<file path="src/rtl/rect_fill_if.sv">
// Pixel-fill request/parameter bus and pixel output bus for rect_fill_engine.
// The master side is the drawing FSM plus the downstream sink that drives ready.
interface rect_fill_if #(
  parameter int X_W = 8,
  parameter int Y_W = 7
);
  logic           start;
  logic [X_W-1:0] x0;
  logic [Y_W-1:0] y0;
  logic [X_W-1:0] width;
  logic [Y_W-1:0] height;
  logic [2:0]     colour;
  logic           col_major;
  logic           ready;
  logic           busy;
  logic           done;
  logic [X_W-1:0] vga_x;
  logic [Y_W-1:0] vga_y;
  logic [2:0]     vga_colour;
  logic           vga_plot;

  modport master (
    output start, x0, y0, width, height, colour, col_major, ready,
    input  busy, done, vga_x, vga_y, vga_colour, vga_plot
  );

  modport slave (
    input  start, x0, y0, width, height, colour, col_major, ready,
    output busy, done, vga_x, vga_y, vga_colour, vga_plot
  );
endinterface

</file>
<file path="src/rtl/rect_fill_engine.sv">
// Clipped rectangle fill engine: one pixel per accepted cycle, row- or column-major,
// with ready back-pressure and a level start / done handshake.
//
// state  | meaning
// IDLE   | waiting for start; request fields latched on start
// LOAD   | clip rectangle against the screen, detect empty rect
// PLOT   | vga_plot high; coordinates step on vga_plot && ready
// DONE   | done high until start is seen low
module rect_fill_engine #(
  parameter int X_W      = 8,
  parameter int Y_W      = 7,
  parameter int SCREEN_W = 160,
  parameter int SCREEN_H = 120
) (
  input logic        clk,
  input logic        rst,
  rect_fill_if.slave bus
);

  typedef enum logic [1:0] {
    S_IDLE = 2'd0,
    S_LOAD = 2'd1,
    S_PLOT = 2'd2,
    S_DONE = 2'd3
  } state_t;

  localparam logic [X_W:0] SW    = (X_W+1)'(SCREEN_W);
  localparam logic [Y_W:0] SH    = (Y_W+1)'(SCREEN_H);
  localparam logic [X_W:0] X_ONE = (X_W+1)'(1);
  localparam logic [Y_W:0] Y_ONE = (Y_W+1)'(1);

  state_t state, state_nxt;

  logic [X_W-1:0] x0_q, w_q, x_q;
  logic [Y_W-1:0] y0_q, h_q, y_q;
  logic [2:0]     colour_q;
  logic           cm_q;
  logic [X_W:0]   x_end_q;
  logic [Y_W:0]   y_end_q;

  logic [X_W:0]   x_sum, x_lim, x_nxt;
  logic [Y_W:0]   y_sum, y_lim, y_nxt;
  logic           empty, last_x, last_y, xfer;

  // Sums are one bit wider so x0+width never wraps before clipping.
  assign x_sum  = {1'b0, x0_q} + {1'b0, w_q};
  assign y_sum  = {1'b0, y0_q} + {1'b0, h_q};
  assign x_lim  = (x_sum > SW) ? SW : x_sum;
  assign y_lim  = (y_sum > SH) ? SH : y_sum;
  assign empty  = (w_q == '0) || (h_q == '0) ||
                  ({1'b0, x0_q} >= SW) || ({1'b0, y0_q} >= SH);

  assign x_nxt  = {1'b0, x_q} + X_ONE;
  assign y_nxt  = {1'b0, y_q} + Y_ONE;
  assign last_x = (x_nxt == x_end_q);
  assign last_y = (y_nxt == y_end_q);
  assign xfer   = (state == S_PLOT) && bus.ready;

  always_ff @(posedge clk or posedge rst) begin
    if (rst) state <= S_IDLE;
    else     state <= state_nxt;
  end

  always_comb begin
    state_nxt      = state;
    bus.busy       = 1'b0;
    bus.done       = 1'b0;
    bus.vga_plot   = 1'b0;
    bus.vga_colour = 3'd0;
    case (state)
      S_IDLE: if (bus.start) state_nxt = S_LOAD;
      S_LOAD: begin
        bus.busy  = 1'b1;
        state_nxt = empty ? S_DONE : S_PLOT;
      end
      S_PLOT: begin
        bus.busy       = 1'b1;
        bus.vga_plot   = 1'b1;
        bus.vga_colour = colour_q;
        if (xfer && last_x && last_y) state_nxt = S_DONE;
      end
      S_DONE: begin
        bus.done = 1'b1;
        if (!bus.start) state_nxt = S_IDLE;
      end
      default: state_nxt = S_IDLE;
    endcase
  end

  always_ff @(posedge clk or posedge rst) begin
    if (rst) begin
      x0_q     <= '0;
      y0_q     <= '0;
      w_q      <= '0;
      h_q      <= '0;
      colour_q <= '0;
      cm_q     <= 1'b0;
      x_end_q  <= '0;
      y_end_q  <= '0;
      x_q      <= '0;
      y_q      <= '0;
    end else begin
      case (state)
        S_IDLE: if (bus.start) begin
          x0_q     <= bus.x0;
          y0_q     <= bus.y0;
          w_q      <= bus.width;
          h_q      <= bus.height;
          colour_q <= bus.colour;
          cm_q     <= bus.col_major;
        end
        S_LOAD: begin
          x_end_q <= x_lim;
          y_end_q <= y_lim;
          if (!empty) begin
            x_q <= x0_q;
            y_q <= y0_q;
          end
        end
        S_PLOT: begin
          // The final pixel leaves the coordinates on it for the DONE state.
          if (xfer && !(last_x && last_y)) begin
            if (!cm_q) begin
              if (last_x) begin
                x_q <= x0_q;
                y_q <= y_nxt[Y_W-1:0];
              end else begin
                x_q <= x_nxt[X_W-1:0];
              end
            end else begin
              if (last_y) begin
                y_q <= y0_q;
                x_q <= x_nxt[X_W-1:0];
              end else begin
                y_q <= y_nxt[Y_W-1:0];
              end
            end
          end
        end
        default: ;
      endcase
    end
  end

  assign bus.vga_x = x_q;
  assign bus.vga_y = y_q;

endmodule

</file>
<file path="src/flat_wrapper.sv">
// flat-port wrapper written by rule: the top's interface ports become plain ports
module rect_fill_engine_flat 
#(
  parameter int X_W      = 8,
  parameter int Y_W      = 7,
  parameter int SCREEN_W = 160,
  parameter int SCREEN_H = 120
)
  (clk, rst, bus_start, bus_x0, bus_y0, bus_width, bus_height, bus_colour, bus_col_major, bus_ready, bus_busy, bus_done, bus_vga_x, bus_vga_y, bus_vga_colour, bus_vga_plot);
  rect_fill_if #(.X_W(X_W), .Y_W(Y_W)) bus_i ();
  input logic clk;
  input logic rst;
  input wire logic [$bits(bus_i.start)-1:0] bus_start;
  input wire logic [$bits(bus_i.x0)-1:0] bus_x0;
  input wire logic [$bits(bus_i.y0)-1:0] bus_y0;
  input wire logic [$bits(bus_i.width)-1:0] bus_width;
  input wire logic [$bits(bus_i.height)-1:0] bus_height;
  input wire logic [$bits(bus_i.colour)-1:0] bus_colour;
  input wire logic [$bits(bus_i.col_major)-1:0] bus_col_major;
  input wire logic [$bits(bus_i.ready)-1:0] bus_ready;
  output wire logic [$bits(bus_i.busy)-1:0] bus_busy;
  output wire logic [$bits(bus_i.done)-1:0] bus_done;
  output wire logic [$bits(bus_i.vga_x)-1:0] bus_vga_x;
  output wire logic [$bits(bus_i.vga_y)-1:0] bus_vga_y;
  output wire logic [$bits(bus_i.vga_colour)-1:0] bus_vga_colour;
  output wire logic [$bits(bus_i.vga_plot)-1:0] bus_vga_plot;
  assign bus_i.start = bus_start;
  assign bus_i.x0 = bus_x0;
  assign bus_i.y0 = bus_y0;
  assign bus_i.width = bus_width;
  assign bus_i.height = bus_height;
  assign bus_i.colour = bus_colour;
  assign bus_i.col_major = bus_col_major;
  assign bus_i.ready = bus_ready;
  assign bus_busy = bus_i.busy;
  assign bus_done = bus_i.done;
  assign bus_vga_x = bus_i.vga_x;
  assign bus_vga_y = bus_i.vga_y;
  assign bus_vga_colour = bus_i.vga_colour;
  assign bus_vga_plot = bus_i.vga_plot;
  rect_fill_engine #(.X_W(X_W), .Y_W(Y_W), .SCREEN_W(SCREEN_W), .SCREEN_H(SCREEN_H)) u_core (.clk(clk), .rst(rst), .bus(bus_i));
endmodule
</file>
<file path="config.mk">
export PLATFORM = sky130hd
export DESIGN_NAME = rect_fill_engine_flat
export DESIGN_NICKNAME = d
export VERILOG_FILES = /design/src/rtl/rect_fill_if.sv /design/src/rtl/rect_fill_engine.sv /design/src/flat_wrapper.sv
export SDC_FILE = /design/constraint.sdc
export NUM_CORES = 1
export LEC_CHECK = 0
export CAP_MARGIN = 40
export CORE_MARGIN = 2
export CORE_UTILIZATION = 40
export DETAILED_ROUTE_END_ITERATION = 16
export DONT_BUFFER_PORTS = 1
export PLACE_DENSITY = 0.62
export SLEW_MARGIN = 25
export SYNTH_ARGS = -nofsm -noshare
export SYNTH_HDL_FRONTEND = slang
export SYNTH_SLANG_ARGS = --single-unit
</file>
<file path="constraint.sdc">
create_clock -name clk -period 4.6 [get_ports clk]
set_input_delay 0.92 -clock clk [delete_from_list [all_inputs] [get_ports clk]]
set_output_delay 0.92 -clock clk [all_outputs]
set_load 0.03 [all_outputs]
</file>
==> implementation parameters <==
Parameter                              Value

Outcome
  Outcome    finished, final reports clean

Yosys
  Library cell with the highest instance count after synthesis    dfrtp_1
  Dominant combinational cell family by area after synthesis    compound AO/OA/AOI/OAI gates
  Number of synthesized flops with an enable pin    0
  Share of the synthesized area in the top cell type    39.9%
  Multiplexer area fraction after synthesis    14.5%
  Synth Instances    406
  FF+latch count, synth    68
  Prevailing post-synth register cell    dfrtp_1
  Xor and xnor area share after synthesis    6.57%
  Synth async-reset ratio    100%
  Adder-cell share of the synthesized area    7.39%
  Post-synthesis instance area    4270 µm²
  Post-synthesis average cell area    10.5 µm²
  Cell type contributing the most total cell area after synthesis    dfrtp_1
  Count of synthesis-stage warnings from yosys    0
  Basic-gate share of the synthesized area counting and, or, nand and nor cells    11.9%
  Compound-Gate Fraction of Synth Area    16.5%
  Portion of the post-synthesis area used by sequential elements    39.9%
  Cell types with the largest area share after synthesis    dfrtp_1, mux2_2, ha_1, xnor2_1, mux2i_1
  Synth Net Count    468
  Count of unique library cells instantiated by Yosys    66
  Leading post-synthesis cells by instance count    dfrtp_1, mux2_2, nand2_1

Placed design
  Weighted congestion reported at the end of routability-driven placement    0.847
  Buffers on Ports    0
  Half-perimeter wire length of the detailed placement result    7310 µm

Worst setup path
  WP buf/inv    0
  Data arrival time of the critical path    3.98 ns
  Critical Path Max Stage Delay    0.71 ns
  Nature of the critical path startpoint    register
  Critical path type    reg2reg
  Crit. Startpoint    u_core.bus.vga_y[0]
  Critical Path Slowest Stage Cell    dfrtp_1
  Kind of end point of the critical path    register
  Family with the most delay on the worst path    compound AO/OA/AOI/OAI gates
  Launch instance of the worst register-to-register path    u_core.bus.vga_y[0]
  Crit Path Max Fanout    10
  Series of cell instances along the critical path    ha_1 -> or3b_1 -> o211a_1 -> o32a_1 -> or4b_4 -> o31ai_4 -> mux2_4 -> mux2_1
  Data required time at the worst endpoint    4.84 ns

Clocking
  Number of buffers inserted by hold repair at cts    0
  Clock tree from TritonCTS    done
  PostCTS Resize Cnt    0
  CTS sink cnt    68
  Bufs on Longest Clock Path    2
  Root cell of the clock tree    clkbuf_8
  Reg clk slew, reported paths    0.09 ns
  Inserted Clock Buffers    9
  Clock Latency Late Sink    0.35 ns
  Buffers inserted by post-CTS timing repair    0
  Number of H-tree levels    3

STA
  Final worst path period need    3.74 ns
  Post-route fraction of the period consumed by the critical path    81.3%
  RSZ-0062 raised after global routing    no
  Aggregate negative setup slack    0 ns
  Highest attainable clock frequency    267 MHz
  Max_slew headroom    50.1%
  Clock skew    0.0161 ns
  Slew at the pin with the worst max-slew slack    0.749 ns
  Endpoints failing setup    0
  Total count of max-transition violations in the final report    0
  Fin. Hold Viols    0

Floorplan
  Rows    37
  Boundary pin count    59
  Core region area    10,300 µm²
  Die Footprint    11,500 µm²
  Starting Density    41.3%
  Chip height    107 µm
  Width of the chip    107 µm

GRT
  Pin count of the biggest net entering global routing    38
  Initial antenna violation count    0
  Gr ovfl total    0
  All-layer global routing usage    18.0%
  Vias in the first global route    3,138
  Global-route wire length before repair    16,000 µm

Routing
  Detail Route Antenna Nets    0
  Detailed Routing Iterations Pass 1    5
  Number of vias per cell    5.69
  Total wire length after detailed routing    9850 µm
  Vias post-DR    3,145
  Iter 0 DRT Violations    159
  DR DRC count    0
  WL/cell    17.8 µm

Worst hold path
  Path type of the worst min-delay path    in2async

Finish
  Count of fill cells added during filler insertion    954
  Antenna cells    0
  Area growth from synthesis to final layout    10.2%
  Fraction of layout instances using a drive strength above 1    17.3%
  Seq. cell area    1700 µm²
  Number of nets in the layout    474
  Multi-input combinational cell area    2420 µm²

Run
  Number of maximum-capacitance constraint violations    0
==> state kept, by name, indices dropped and copies added (netlist names), 3 cells and up <==
name and flops:
u_core.bus.vga_x 8, u_core.bus.vga_y 7, u_core.colour_q 3, u_core.h_q 7, u_core.w_q 8, u_core.x0_q 8
u_core.x_end_q 9, u_core.y0_q 7, u_core.y_end_q 8
==> through the flow <==
stage	instance area (µm²)	hold slack, ns	utilization [%]	std cells	worst slack (ns)
finish	4700	0.367	45.5	553	0.859
CTS	4670	0.503	45.3	551	0.862
global placement	4420	0.479	42.9	535	0.951
detailed placement	4420	0.487	42.9	535	0.877
global route	4700	0.351	45.5	553	0.680
floorplan	4270	0.467	-	406	1.20
==> area by class of cell <==
type	count	area share, %
inverters	25	2.00
flip-flops and latches	68	36.2
repair buffers	7	1.38
clock inverters	7	2.64
clock buffers	9	2.64
multi-input cells	301	51.5
well taps	136	3.62
==> cells in the final DEF (no fill, tap or decap), drive strengths merged, types with 10 or more instances in the layout <==
cell type / n
a21oi: 20
a2bb2oi: 10
clkbuf: 10
dfrtp: 68
ha: 22
inv: 24
mux2: 40
mux2i: 15
nand2: 28
nor2: 20
xnor2: 20
xor2: 12
==> metal layers <==
layer | vias up | share of wire [%] | track usage, %
met5 | - | 0 | 0
met4 | 0 | 1.2 | 6.68
met3 | 9 | 5.1 | 5.08
met2 | 67 | 46 | 27.4
met1 | 1560 | 47 | 24.3
li1 | 1509 | - | -
==> kinds of logic after synthesis <==
kind of cell,after synthesis
DFF,68
muxes,55
buffers and inverters,37
adders and majority gates,24
xor gates and xnor gates,32
and+or+nand+nor,97
AOI/OAI and AO/OA,93
==> worst reg2reg max path: cells and delay by family (launching register included) <==
kind	cells	cell delay (ns)
muxes	2	0.63
AOI/OAI and AO/OA	3	0.98
adders and majority gates	1	0.37
DFF	1	0.71
and+or+nand+nor	2	0.94
==> path summary, 6_finish.rpt <==
path	slack (ns)	cells after the start	to
max	0.86	8	u_core.bus.vga_y[1]
min	0.37	1	u_core.x0_q[4]
max reg2reg	0.86	8	u_core.bus.vga_y[1]
min reg2reg	0.50	1	u_core.colour_q[2]
max in group asynchronous	3.57	2	u_core.y0_q[2]
min in group clk	0.50	1	u_core.colour_q[2]
Power is not shown: default switching activity piles up to over one toggle a cycle in this logic, so the estimate is an artifact.
